===== config.mk =====
export PLATFORM = sky130hd
export DESIGN_NAME = decode_stage
export DESIGN_NICKNAME = d
export VERILOG_FILES = /design/src/rtl/decode_pkg.sv /design/src/rtl/decode_regfile.sv /design/src/rtl/decode_stage.sv
export SDC_FILE = /design/constraint.sdc
export NUM_CORES = 1
export LEC_CHECK = 0
export BUFFER_PORTS_ARGS = -buffer_cell sky130_fd_sc_hd__buf_2
export CAP_MARGIN = 10
export CORE_MARGIN = 4
export CORE_UTILIZATION = 55
export CTS_CLUSTER_DIAMETER = 150
export DETAILED_ROUTE_END_ITERATION = 8
export PLACE_DENSITY = 0.79
export SLEW_MARGIN = 20
export SYNTH_ARGS = -nofsm -noshare
export SYNTH_HDL_FRONTEND = slang
export SYNTH_HIERARCHICAL = 1
export SYNTH_SLANG_ARGS = --single-unit

===== constraint.sdc =====
create_clock -name clk -period 1.5 [get_ports clk]
set_input_delay 0.225 -clock clk [delete_from_list [all_inputs] [get_ports clk]]
set_output_delay 0.225 -clock clk [all_outputs]
set_load 0.02 [all_outputs]

===== src/rtl/decode_pkg.sv =====
// Shared decode definitions: opcodes, ALU/result selects,
// instruction field positions and the control bundle.
package decode_pkg;

  typedef enum logic [3:0] {
    OP_ADD  = 4'd0,
    OP_SUB  = 4'd1,
    OP_AND  = 4'd2,
    OP_OR   = 4'd3,
    OP_ADDI = 4'd4,
    OP_LW   = 4'd5,
    OP_SW   = 4'd6,
    OP_BEQ  = 4'd7,
    OP_JAL  = 4'd8
  } opcode_e;

  localparam logic [2:0] ALU_ADD = 3'b000;
  localparam logic [2:0] ALU_SUB = 3'b001;
  localparam logic [2:0] ALU_AND = 3'b010;
  localparam logic [2:0] ALU_OR  = 3'b011;

  localparam logic [1:0] RES_ALU = 2'b00;
  localparam logic [1:0] RES_MEM = 2'b01;
  localparam logic [1:0] RES_PC4 = 2'b10;

  localparam int OP_LSB  = 13;
  localparam int HI_LSB  = 9;
  localparam int MID_LSB = 5;
  localparam int LO_LSB  = 1;

  typedef struct packed {
    logic       regWrite;
    logic       memWrite;
    logic       branch;
    logic       jump;
    logic       aluSrc;
    logic       illegal;
    logic [1:0] resultSrc;
    logic [2:0] aluControl;
  } ctrl_t;

endpackage


===== src/rtl/decode_regfile.sv =====
// 16-entry register file: two async reads, one sync write,
// R0 hardwired to zero, same-cycle write-through to readers.
module decode_regfile #(
  parameter int DATA_W = 32
) (
  input  logic              clk,
  input  logic              reset,
  input  logic              we,
  input  logic [3:0]        wa,
  input  logic [DATA_W-1:0] wd,
  input  logic [3:0]        ra1,
  input  logic [3:0]        ra2,
  output logic [DATA_W-1:0] rd1,
  output logic [DATA_W-1:0] rd2
);

  logic [DATA_W-1:0] regs [16];

  always_ff @(posedge clk or negedge reset) begin
    if (!reset) begin
      for (int i = 0; i < 16; i++) regs[i] <= '0;
    end else if (we && wa != 4'd0) begin
      regs[wa] <= wd;
    end
  end

  always_comb begin
    rd1 = regs[ra1];
    rd2 = regs[ra2];
    if (we && wa == ra1) rd1 = wd;
    if (we && wa == ra2) rd2 = wd;
    if (ra1 == 4'd0) rd1 = '0;
    if (ra2 == 4'd0) rd2 = '0;
  end

endmodule


===== src/rtl/decode_stage.sv =====
// Decode stage: field extraction, control decode, register read,
// immediate extension and the ID/EX pipeline register.
module decode_stage
  import decode_pkg::*;
#(
  parameter int DATA_W  = 32,
  parameter int PC_W    = 12,
  parameter int INSTR_W = 17
) (
  input  logic               clk,
  input  logic               reset,
  input  logic [INSTR_W-1:0] InstrD,
  input  logic [PC_W-1:0]    PCD,
  input  logic [PC_W-1:0]    PCPlus4D,
  input  logic               RegWriteW,
  input  logic [3:0]         RdW,
  input  logic [DATA_W-1:0]  ResultW,
  input  logic               StallE,
  input  logic               FlushE,
  output logic [3:0]         Rs1D,
  output logic [3:0]         Rs2D,
  output logic [DATA_W-1:0]  RD1E,
  output logic [DATA_W-1:0]  RD2E,
  output logic [DATA_W-1:0]  ImmExtE,
  output logic [3:0]         Rs1E,
  output logic [3:0]         Rs2E,
  output logic [3:0]         RdE,
  output logic [PC_W-1:0]    PCE,
  output logic [PC_W-1:0]    PCPlus4E,
  output logic               RegWriteE,
  output logic               MemWriteE,
  output logic               BranchE,
  output logic               JumpE,
  output logic               ALUSrcE,
  output logic               IllegalE,
  output logic [1:0]         ResultSrcE,
  output logic [2:0]         ALUControlE
);

  typedef struct packed {
    ctrl_t             ctrl;
    logic [DATA_W-1:0] rd1;
    logic [DATA_W-1:0] rd2;
    logic [DATA_W-1:0] imm;
    logic [3:0]        rs1;
    logic [3:0]        rs2;
    logic [3:0]        rd;
    logic [PC_W-1:0]   pc;
    logic [PC_W-1:0]   pc4;
  } id_ex_t;

  logic [3:0]        op;
  logic [3:0]        fHi;
  logic [3:0]        fMid;
  logic [3:0]        fLo;
  logic [DATA_W-1:0] sext5;
  logic [DATA_W-1:0] sext9;
  ctrl_t             ctrlD;
  logic [3:0]        rdD;
  logic [DATA_W-1:0] immD;
  logic [DATA_W-1:0] rd1D;
  logic [DATA_W-1:0] rd2D;
  id_ex_t            dNext;
  id_ex_t            eReg;

  assign op    = InstrD[OP_LSB +: 4];
  assign fHi   = InstrD[HI_LSB +: 4];
  assign fMid  = InstrD[MID_LSB +: 4];
  assign fLo   = InstrD[LO_LSB +: 4];
  assign sext5 = {{(DATA_W-5){InstrD[4]}}, InstrD[4:0]};
  assign sext9 = {{(DATA_W-9){InstrD[8]}}, InstrD[8:0]};

  always_comb begin
    ctrlD = '0;
    Rs1D  = '0;
    Rs2D  = '0;
    rdD   = '0;
    immD  = '0;
    unique case (1'b1)
      (op inside {OP_ADD, OP_SUB, OP_AND, OP_OR}): begin
        ctrlD.regWrite   = 1'b1;
        ctrlD.aluControl = {1'b0, op[1:0]};
        rdD  = fHi;
        Rs1D = fMid;
        Rs2D = fLo;
      end
      (op == OP_ADDI): begin
        ctrlD.regWrite = 1'b1;
        ctrlD.aluSrc   = 1'b1;
        rdD  = fHi;
        Rs1D = fMid;
        immD = sext5;
      end
      (op == OP_LW): begin
        ctrlD.regWrite  = 1'b1;
        ctrlD.aluSrc    = 1'b1;
        ctrlD.resultSrc = RES_MEM;
        rdD  = fHi;
        Rs1D = fMid;
        immD = sext5;
      end
      (op == OP_SW): begin
        ctrlD.memWrite = 1'b1;
        ctrlD.aluSrc   = 1'b1;
        Rs1D = fHi;
        Rs2D = fMid;
        immD = sext5;
      end
      (op == OP_BEQ): begin
        ctrlD.branch     = 1'b1;
        ctrlD.aluControl = ALU_SUB;
        Rs1D = fHi;
        Rs2D = fMid;
        immD = {sext5[DATA_W-2:0], 1'b0};
      end
      (op == OP_JAL): begin
        ctrlD.jump      = 1'b1;
        ctrlD.regWrite  = 1'b1;
        ctrlD.resultSrc = RES_PC4;
        rdD  = fHi;
        immD = {sext9[DATA_W-2:0], 1'b0};
      end
      default: ctrlD.illegal = 1'b1;
    endcase
  end

  decode_regfile #(.DATA_W(DATA_W)) uRegfile (
    .clk   (clk),
    .reset (reset),
    .we    (RegWriteW),
    .wa    (RdW),
    .wd    (ResultW),
    .ra1   (Rs1D),
    .ra2   (Rs2D),
    .rd1   (rd1D),
    .rd2   (rd2D)
  );

  always_comb begin
    dNext      = '0;
    dNext.ctrl = ctrlD;
    dNext.rd1  = rd1D;
    dNext.rd2  = rd2D;
    dNext.imm  = immD;
    dNext.rs1  = Rs1D;
    dNext.rs2  = Rs2D;
    dNext.rd   = rdD;
    dNext.pc   = PCD;
    dNext.pc4  = PCPlus4D;
  end

  // Flush beats stall so a bubble can always be forced in
  always_ff @(posedge clk or negedge reset) begin
    if (!reset) begin
      eReg <= '0;
    end else if (FlushE) begin
      eReg <= '0;
    end else if (!StallE) begin
      eReg <= dNext;
    end
  end

  assign RD1E        = eReg.rd1;
  assign RD2E        = eReg.rd2;
  assign ImmExtE     = eReg.imm;
  assign Rs1E        = eReg.rs1;
  assign Rs2E        = eReg.rs2;
  assign RdE         = eReg.rd;
  assign PCE         = eReg.pc;
  assign PCPlus4E    = eReg.pc4;
  assign RegWriteE   = eReg.ctrl.regWrite;
  assign MemWriteE   = eReg.ctrl.memWrite;
  assign BranchE     = eReg.ctrl.branch;
  assign JumpE       = eReg.ctrl.jump;
  assign ALUSrcE     = eReg.ctrl.aluSrc;
  assign IllegalE    = eReg.ctrl.illegal;
  assign ResultSrcE  = eReg.ctrl.resultSrc;
  assign ALUControlE = eReg.ctrl.aluControl;

endmodule


After elaboration in Yosys (flattened, before gate mapping)
Index checks and enable logic that the tools add are counted.
Widths: inputs -> output; s select.

cells by class
  $lt $le $gt $ge = 4
  equality and inequality tests = 11
  multiplexer cells = 27
  bitwise gates (word level) = 3
  reduce and logical (&&, ||, !) cells = 14

operators with widths
  operator            count
  $bwmux 512          1
  $mux 32             9
  $mux 143            2
  $bmux 32 s4         2
  $demux 32 s4        1
  $pmux 32 s3         1
  $eq 4x3->1 const B  4
  $pmux 4 s2          2
  $ge 5x5->1 const B  3
  $not 4->5           3
  $logic_not 4->1     3
  $eq 4x2->1 const B  2
  $eq 4x4->1          2
  $pmux 2 s2          2
  $reduce_bool 4->1   2
  $mux 1              6
  $reduce_or 3->1     2
  $reduce_or 6->1     1
  $lt 5x1->1 const B  1
  $eq 4x1->1 const B  1
  $eq 4x4->1 const B  1
  $logic_and 1x1->1   4
  $mux 4              1
  $reduce_or 4->1     1
  other kinds (2)     2

storage, ports and cells
  flip-flop bits (word level) = 655
  bits of input ports = 82
  output and inout bits = 151
  word-level logic and storage cells = 91

Depth between registers and ports, before layout
Gate-level depths: netlist of run 1.

  word-level depth = 12
  mapped depth = 13
  depth with buffers taken out = 8

By module
The synthesis of run 1 kept the hierarchy.

modules (own cells, without submodules)
  module          times used  cells an instance  area each (µm²)  seq. area each (µm²)
  decode_regfile  1           1888               27988.1          12812.3
  decode_stage    1           469                5250.0           3002.9

Worst setup path before layout of run 1
OpenSTA, ideal clock, no wires.

  path type = input -> register
  from = in InstrD[14]
  to = reg eReg, in the netlist RD1E[10]
  library setup time = 0.132 ns
  data arrival time = 2.782 ns
  required time = 1.368 ns
  setup slack = -1.414 ns
  stages on the path = 13
  buffers on the path = 5
  cell sequence = buf_2 > buf_2 > a21bo_2 > a21oi_1 > buf_2 > buf_2 > buf_2 > mux4_2 > mux2i_1 > nand2_1 > a32o_1 > mux2i_1 > nor2_1

between the ends
  cells in the longest elaborated chain, start to end = 12
  elaborated cells between the ends (all ways) = 23
  those cells by class = eq/ne (8); mux (8); bitwise (1); reduce/logical (6)

RTL lines
  what                                        line                  text
  from (decl)                                 decode_stage.sv:12    input logic [INSTR_W-1:0] InstrD,
  $eq 4x1->1 (tied with other cells)          decode_stage.sv:80    (op inside {OP_ADD, OP_SUB, OP_AND, OP_OR}): begin
  $reduce_bool 4->1                           decode_stage.sv:80
  $reduce_or 3->1 (no source line)            --
  $pmux 4 s2 *                                decode_stage.sv:79    unique case (1'b1)
  net Rs1D[2]                                 decode_stage.sv:20    output logic [3:0] Rs1D,
  $not 4->5 (implied by the code)             decode_regfile.sv:28  rd1 = regs[ra1];
  $bmux 32 s4                                 decode_regfile.sv:28
  $mux 32 (implied by the code) (2 in a row)  decode_regfile.sv:28
  $mux 32                                     decode_regfile.sv:30  if (we && wa == ra1) rd1 = wd;
  $mux 32 *                                   decode_regfile.sv:32  if (ra1 == 4'd0) rd1 = '0;
  net rd1D[10]                                decode_stage.sv:61    logic [DATA_W-1:0] rd1D;
  $mux 143 *                                  decode_stage.sv:158   end else if (!StallE) begin
  $mux 143 *                                  decode_stage.sv:156   end else if (FlushE) begin
  to (signal assigned)                        decode_stage.sv:159   eReg <= dNext;
  to (decl)                                   decode_stage.sv:64    id_ex_t eReg;

Mark *: on every way through the listed nets, which the timed path passes. The rest lies on a longest branch. The select of a mux whose other input is x is not followed.
A chain may end at the register's enable or synchronous reset.

Worst setup path after layout of run 1
  from = in InstrD[15]
  to = reg eReg, in the netlist RD1E[0]

between the ends
  cells in the longest elaborated chain, start to end = 12
  elaborated cells between the ends (all ways) = 23
  those cells by class = eq/ne (8); mux (8); bitwise (1); reduce/logical (6)

RTL lines
  what                                        line
  $eq 4x1->1 (tied with other cells)          decode_stage.sv:80
  $reduce_bool 4->1                           decode_stage.sv:80
  $reduce_or 3->1 (no source line)            --
  $pmux 4 s2 *                                decode_stage.sv:79
  $not 4->5 (implied by the code)             decode_regfile.sv:28
  $bmux 32 s4                                 decode_regfile.sv:28
  $mux 32 (implied by the code) (2 in a row)  decode_regfile.sv:28
  $mux 32                                     decode_regfile.sv:30
  $mux 32 *                                   decode_regfile.sv:32
  net rd1D[0]                                 decode_stage.sv:61
  $mux 143 *                                  decode_stage.sv:158
  $mux 143 *                                  decode_stage.sv:156

Marks and branches as above.

==> results of run 1 <==
-- routing by layer --
layer / track usage (%) / share of wire, % / up-vias
met2: 49.47 / 48 / 1489
met5: 0 / 0.019 / -
met3: 8.157 / 11 / 366
li1: - / - / 9568
met4: 14.08 / 5.2 / 4
met1: 41.21 / 37 / 12535
-- final cells by class --
cell class / count / area share [%]
well taps: 773 / 2.328
flip-flops and latches: 632 / 38.07
diodes: 6 / 0.03613
clock inverters: 11 / 0.3824
repair buffers: 597 / 14.84
inverters: 1 / 0.009033
clock buffers: 101 / 4.884
multi-input cells: 1445 / 39.45
-- cells in the final DEF (no fill, tap or decap), drive strengths merged, types with 5 or more instances in the layout --
cell type and count:
a21oi 22, a22o 8, a32o 63, buf 551, clkbuf 111, clkinv 6, dfrtp 632, diode 6
dlygate4sd3 35, mux2 480, mux2i 164, mux4 256, nand2 133, nand2b 70, nand3 10, nand3b 65
nor2 115, nor3 5, nor4b 5, o21ai 9, xor2 6
-- worst paths after layout --
path                                             endpoint                            from  slack, ns  cells past startpoint
min in group asynchronous  uRegfile/regs[437]$_DFFE_PN0P_                           reset       0.10                      2
hold / removal                     ImmExtE[5]$_DFFE_PN0P_                       InstrD[4]       0.06                      4
setup reg to reg                     RD2E[31]$_DFFE_PN0P_  uRegfile/regs[191]$_DFFE_PN0P_      -0.37                      6
hold reg to reg            uRegfile/regs[488]$_DFFE_PN0P_  uRegfile/regs[488]$_DFFE_PN0P_       0.40                      0
setup / recovery                      RD1E[0]$_DFFE_PN0P_                      InstrD[15]      -0.58                     13
max in group asynchronous  uRegfile/regs[347]$_DFFE_PN0P_                           reset       0.57                      3
-- metrics by stage --
| stage | hold slack, ns | setup TNS, ns | utilization (%) |
|---|---|---|---|
| 2_1_floorplan | -0.07059 | -56.64 | - |
| 6_report | 0.06179 | -32.88 | 69.88 |
| 3_5_place_dp | 0.1264 | -205.85 | 62.21 |
| 3_3_place_gp | 0.1188 | -185.75 | 62.21 |
| 5_1_grt | 0.05586 | -37.76 | 69.86 |
| 4_1_cts | 0.03419 | -29.29 | 68.48 |
-- registers in the layout (all words and copies together), names as in the netlist, 2 cells and up --
name           count
ResultSrcE         2
Rs2E               4
RD1E              32
RD2E              32
RdE                4
Rs1E               4
PCE               12
ALUControlE        2
ImmExtE           10
uRegfile/regs    512
PCPlus4E          12
-- what timing repair did --
item,4_1_cts,5_1_grt
setup endpoints to repair,93,93
endpoints found under the hold margin,517,0
cloned,16,11
pin swaps,23,40
gates resized for setup,128,83
buffers inserted,40,43
hold buffers,35,0
-- logic make-up after synthesis --
| kind of cell | Yosys count |
|---|---|
| mux | 900 |
| buf+inv | 280 |
| other cells | 1 |
| compound gates | 117 |
| flops | 632 |
| simple gates | 419 |
| xor+xnor | 8 |
-- where the power goes --
part	internal (W)	switching (W)	total [W]
Combinational	0.00704	0.00492	0.0120
Clock	0.00998	0.00685	0.0168
Sequential	0.0203	0.00259	0.0228
-- critical path, stage by stage --
cell	delay, ns
buf_12	0.12
buf_12	0.13
a21bo_4	0.21
a21oi_4	0.19
buf_4	0.16
buf_12	0.14
buf_6	0.10
mux4_2	0.48
nand2b_1	0.12
nand3b_1	0.09
a32o_2	0.31
mux2i_1	0.18
nor2_1	0.07
==> impl_summary.txt, run 1 <==
----------------------------------------------------
[Outcome]
  Status ... finished, violations left
  Failing checks ... setup timing

[Floorplanning]
  Effective utilization at floorplan ... 55.90%
  Ports ... 233
  Core Area ... 0.05946 mm^2
  Count of standard-cell rows ... 89
  Die extent in x ... 253.8 um
  Die extent in y ... 253.8 um
  Area enclosed by the die boundary ... 0.06443 mm^2

[STA]
  Post-route worst setup slack ... -0.5824 ns
  Crit path time final ... 2.082 ns
  Finish-stage setup viols ... 92
  Setup repair after global routing missed its margin ... yes
  Max Transition Viols Final ... 0
  Least-Margin Pin Slew ... 1.138 ns
  Fmax achieved ... 0.4802 GHz
  Relative slew slack ... 23.99%
  Total count of hold-check failures in the final report ... 0
  Layout Skew ... 0.02249 ns
  Post-route clock period utilization ... 138.8%

[Layout]
  Non-Filler Instances ... 3566
  Filler cell count in the final layout ... 3608
  Layout area overhead ... 25.02%
  Register area ... 0.01582 mm^2
  NumNets Final ... 2826
  Area of all placed cells without fillers ... 0.04155 mm^2
  Combined area of the multi-input logic cells ... 0.01639 mm^2
  Layout cell share with drive strength beyond 1 ... 52.74%

[Synth]
  Cell taking the most area after synthesis ... dfrtp_1
  Share of flip-flops with an asynchronous set or reset after synthesis ... 100.0%
  Leading register cell type out of synthesis ... dfrtp_1
  Fraction of synthesized area in multiplexers ... 38.55%
  Synthesized-area fraction occupied by ao, oa, aoi and oai cells ... 2.932%
  Post-Syn Area ... 0.03324 mm^2
  Mapped Cells ... 2357
  Leading post-synthesis cells by instance count ... dfrtp_1, mux2_2, mux4_2
  Area share of the largest cell type after synthesis ... 47.58%
  EDFF count, synth ... 0
  Adder-Cell Fraction of Synth Area ... 0%
  Main combinational cell family by area after synthesis ... multiplexers
  Warnings, synthesis ... 6
  Top cells by area, synth ... dfrtp_1, mux4_2, mux2_2
  Area fraction in and, or, nand and nor cells after synthesis ... 6.381%
  Post-Synth XOR/XNOR Area ... 0.2108%
  Total nets after synthesis ... 2439
  Most frequent cell after synthesis ... dfrtp_1
  Sequential area share after synthesis ... 47.58%
  Distinct cells, synth ... 41
  Mean Syn Cell Area ... 14.10 um^2
  Seq cells post-synth ... 632

[CTS]
  Clock buffer count from CTS ... 67
  CTS tree ... yes
  Clock transition at path regs ... 0.06 ns
  CTS Root Buffer Type ... clkbuf_16
  Number of levels the H-tree was split into ... 3
  Total number of clock tree sinks ... 632
  Worst-case clock buffer depth ... 3
  Clock latency on the worst-skew pair ... 0.61 ns

[Pwr]
  Power per cell area ... 1243 mW/mm^2
  Tot Pwr ... 0.05165 W
  Worst IR drop on VDD ... 0.0008086 V
  Cell leakage power ... 18.21 nW

[GRT]
  Via count of the first global-routing pass ... 25014
  First-pass GRT wire length ... 153400 um
  Total overflow reported by the global router ... 0
  Initial antenna violation count ... 9
  Pin count of the biggest net entering global routing ... 106
  Gr usage total ... 31.26%

[Placement]
  Post-DP Area ... 0.03699 mm^2
  Pre-CTS setup slack ... -1.239 ns
  # port buffers ... 231
  Final HPWL DP ... 60680 um
  Placer congestion estimate ... 0.8488
  Placed instance count ... 3307

[Detailed routing]
  Number of DRC markers after the initial detailed-route iteration ... 2691
  Total via count after detailed routing ... 23962
  Pre-antenna DRT Iters ... 6
  WL/cell ... 29.37 um
  Routed Antenna Nets ... 0
  Number of remaining DRC errors ... 0
  Total length of routed wires ... 104700 um
  Avg Vias per Cell ... 6.720

[Setup path]
  Worst-path fanout max ... 7
  Data required time of the worst path ... 1.96 ns
  Crit path launch type ... input pin
  Type of destination of the critical path ... flop
  CP Data Arrival Time ... 2.54 ns
  Kind of critical path ... input pin to flop

[Flow run]
  MaxCap Viol Count ... 0

[Hold path]
  Min-delay worst type ... input pin to flop

----------------------------------------------------
Power figures use the tool's default switching activity.
==> run 2: changes to the inputs <==
PLACE_DENSITY = 0.77   (was 0.79)
==> impl_summary.txt, run 2 (synthesis results as in run 1) <==
----------------------------------------------------
[Detailed routing]
  Total via count after detailed routing ... 24133
  Number of remaining DRC errors ... 0
  Routed Antenna Nets ... 0
  WL/cell ... 29.48 um
  Avg Vias per Cell ... 6.707
  Number of DRC markers after the initial detailed-route iteration ... 2613
  Total length of routed wires ... 106100 um
  Pre-antenna DRT Iters ... 5

[GRT]
  First-pass GRT wire length ... 154500 um
  Total overflow reported by the global router ... 0
  Via count of the first global-routing pass ... 25201
  Initial antenna violation count ... 10
  Pin count of the biggest net entering global routing ... 106
  Gr usage total ... 31.60%

[Outcome]
  Failing checks ... setup timing
  Status ... finished, violations left

[STA]
  Setup repair after global routing missed its margin ... yes
  Relative slew slack ... 55.12%
  Post-route clock period utilization ... 141.1%
  Layout Skew ... 0.02056 ns
  Fmax achieved ... 0.4725 GHz
  Least-Margin Pin Slew ... 0.6701 ns
  Crit path time final ... 2.116 ns
  Max Transition Viols Final ... 0
  Finish-stage setup viols ... 92
  Total count of hold-check failures in the final report ... 0
  Post-route worst setup slack ... -0.6165 ns
  Setup TNS after final layout ... -34.45 ns

[Setup path]
  Count of buffering cells on the critical path with inverters included ... 7
  Top delay family on crit path ... buffers and inverters
  Worst-path fanout max ... 7
  Max stage delay on crit path ... 0.27 ns
  Critical Path Slowest Stage Cell ... a32o_1
  CP cell instances ... buf_12, buf_6, nand2b_4, a21oi_4, buf_12, clkbuf_16, xor2_2, nor3_2, buf_4, a31oi_4, buf_12, clkbuf_16, a32o_1, mux2i_1, nor2_1
  Type of destination of the critical path ... flop
  Kind of critical path ... input pin to flop
  Crit path launch type ... input pin
  CP Data Arrival Time ... 2.57 ns
  CP most frequent cell ... buf_12
  Data required time of the worst path ... 1.95 ns

[CTS]
  CTS Root Buffer Type ... clkbuf_16
  Clock transition at path regs ... 0.06 ns
  Number of levels the H-tree was split into ... 3
  Clock latency on the worst-skew pair ... 0.60 ns
  Total number of clock tree sinks ... 632
  Worst-case clock buffer depth ... 3
  Clock buffer count from CTS ... 69
  CTS tree ... yes

[Floorplanning]
  Ports ... 233
  Die extent in y ... 253.8 um
  Die extent in x ... 253.8 um
  Area enclosed by the die boundary ... 0.06443 mm^2
  Count of standard-cell rows ... 89
  Effective utilization at floorplan ... 55.90%
  Core Area ... 0.05946 mm^2

[Pwr]
  Power per cell area ... 1249 mW/mm^2
  Fraction of power consumed by sequential logic ... 43.4%
  Switch share ... 27.75%
  Portion of total power attributed to the clock network ... 33.3%
  Internal power ... 0.03796 W
  Cell leakage power ... 18.47 nW
  Switching power summed over all nets ... 0.01458 W
  Worst IR drop on VDD ... 0.0006962 V
  Relative contribution of combinational cells to total power ... 23.3%

[Flow run]
  MaxCap Viol Count ... 0

[Hold path]
  Min-delay worst type ... input pin to flop

[Layout]
  Filler cell count in the final layout ... 3631
  Flip-flop count of the largest register, all copies and words added ... 512
  Most frequent cells in the layout ... dfrtp_1, mux2_2, mux4_2
  Top reg by flops ... uRegfile/regs
  Register area ... 0.01582 mm^2
  NumNets Final ... 2850
  Layout area overhead ... 26.55%
  Most common cell after layout, fill and taps aside ... dfrtp_1
  Layout cell share with drive strength beyond 1 ... 53.21%
  Combined area of the multi-input logic cells ... 0.01639 mm^2

[Placement]
  Final HPWL DP ... 58680 um
  Placer congestion estimate ... 0.8334
  Pre-CTS setup slack ... -1.189 ns
  # port buffers ... 231

----------------------------------------------------
[run 2: cell types whose count changed in the layout (fill, tap and decap cells not counted), sizes merged, moves of 2 or more]
cell,previous run,this run
buf,551,571
bufinv,4,6
clkbuf,111,115
clkinv,6,10
clkinvlp,0,2
dlygate4sd3,35,33
[run 2: metrics by stage]
step	area (um^2)	util [%]	power, W	hold slack [ns]	std cells
after floorplan	33680	-	0.03003	-0.07059	2357
after global placement	36960	62.16	0.03287	0.1245	3303
after detailed placement	36960	62.16	0.03362	0.1246	3303
after CTS	41190	69.27	0.05178	0.004911	3537
after global routing	42060	70.73	0.05443	0.02744	3596
final	42060	70.74	0.05254	0.03308	3598
[run 2: final timing paths]
path / start / end / slack, ns / depth (start not counted)
max in group asynchronous: reset / uRegfile/regs[41]$_DFFE_PN0P_ / 0.56 / 4
min reg2reg: uRegfile/regs[484]$_DFFE_PN0P_ / uRegfile/regs[484]$_DFFE_PN0P_ / 0.40 / 0
min: InstrD[2] / ImmExtE[3]$_DFFE_PN0P_ / 0.03 / 3
max reg2reg: uRegfile/regs[192]$_DFFE_PN0P_ / RD2E[0]$_DFFE_PN0P_ / -0.38 / 6
min in group asynchronous: reset / RD2E[26]$_DFFE_PN0P_ / 0.11 / 2
max: InstrD[15] / RD2E[1]$_DFFE_PN0P_ / -0.62 / 15
[run 2: area by class of cell]
class,instances,area share (%)
Inverter,1,0.008924
Sequential cell,632,37.61
Clock inverter,20,0.6247
Timing Repair Buffer,619,15.60
Antenna cell,6,0.03570
Multi-Input combinational cell,1445,38.96
Tap cell,773,2.299
Clock buffer,102,4.858
[run 2: worst register-to-register path, cell delays in order, from the launching register on]
cell and delay (ns):
dfrtp_1 0.42, mux4_2 0.46, mux2i_1 0.20, nand2_1 0.10, a32o_2 0.32, mux2i_1 0.17, nor2_1 0.07
[run 2: metal layers]
metal,share of wire [%],vias up,track usage [%]
li1,-,9635,-
met1,37,12670,41.67
met2,48,1495,50.63
met3,10,325,7.788
met4,4.7,8,13.64
met5,0.058,-,0
[run 2: repair_timing]
| action | in CTS | in global routing |
|---|---|---|
| hold endpoints to repair | 438 | 0 |
| resized for setup | 138 | 89 |
| gates cloned | 23 | 13 |
| pin swaps | 28 | 62 |
| setup endpoints to repair | 95 | 95 |
| buffers inserted | 57 | 55 |
| hold buffers | 33 | 0 |
[run 2: power by group through the flow]
stage               logic, W  clock network, W  registers (W)
finish                0.0123            0.0175         0.0228
global route          0.0130            0.0184         0.0231
CTS                   0.0116            0.0176         0.0226
detailed placement    0.0108                 0         0.0228
global placement      0.0104                 0         0.0225
floorplan            0.00787                 0         0.0222
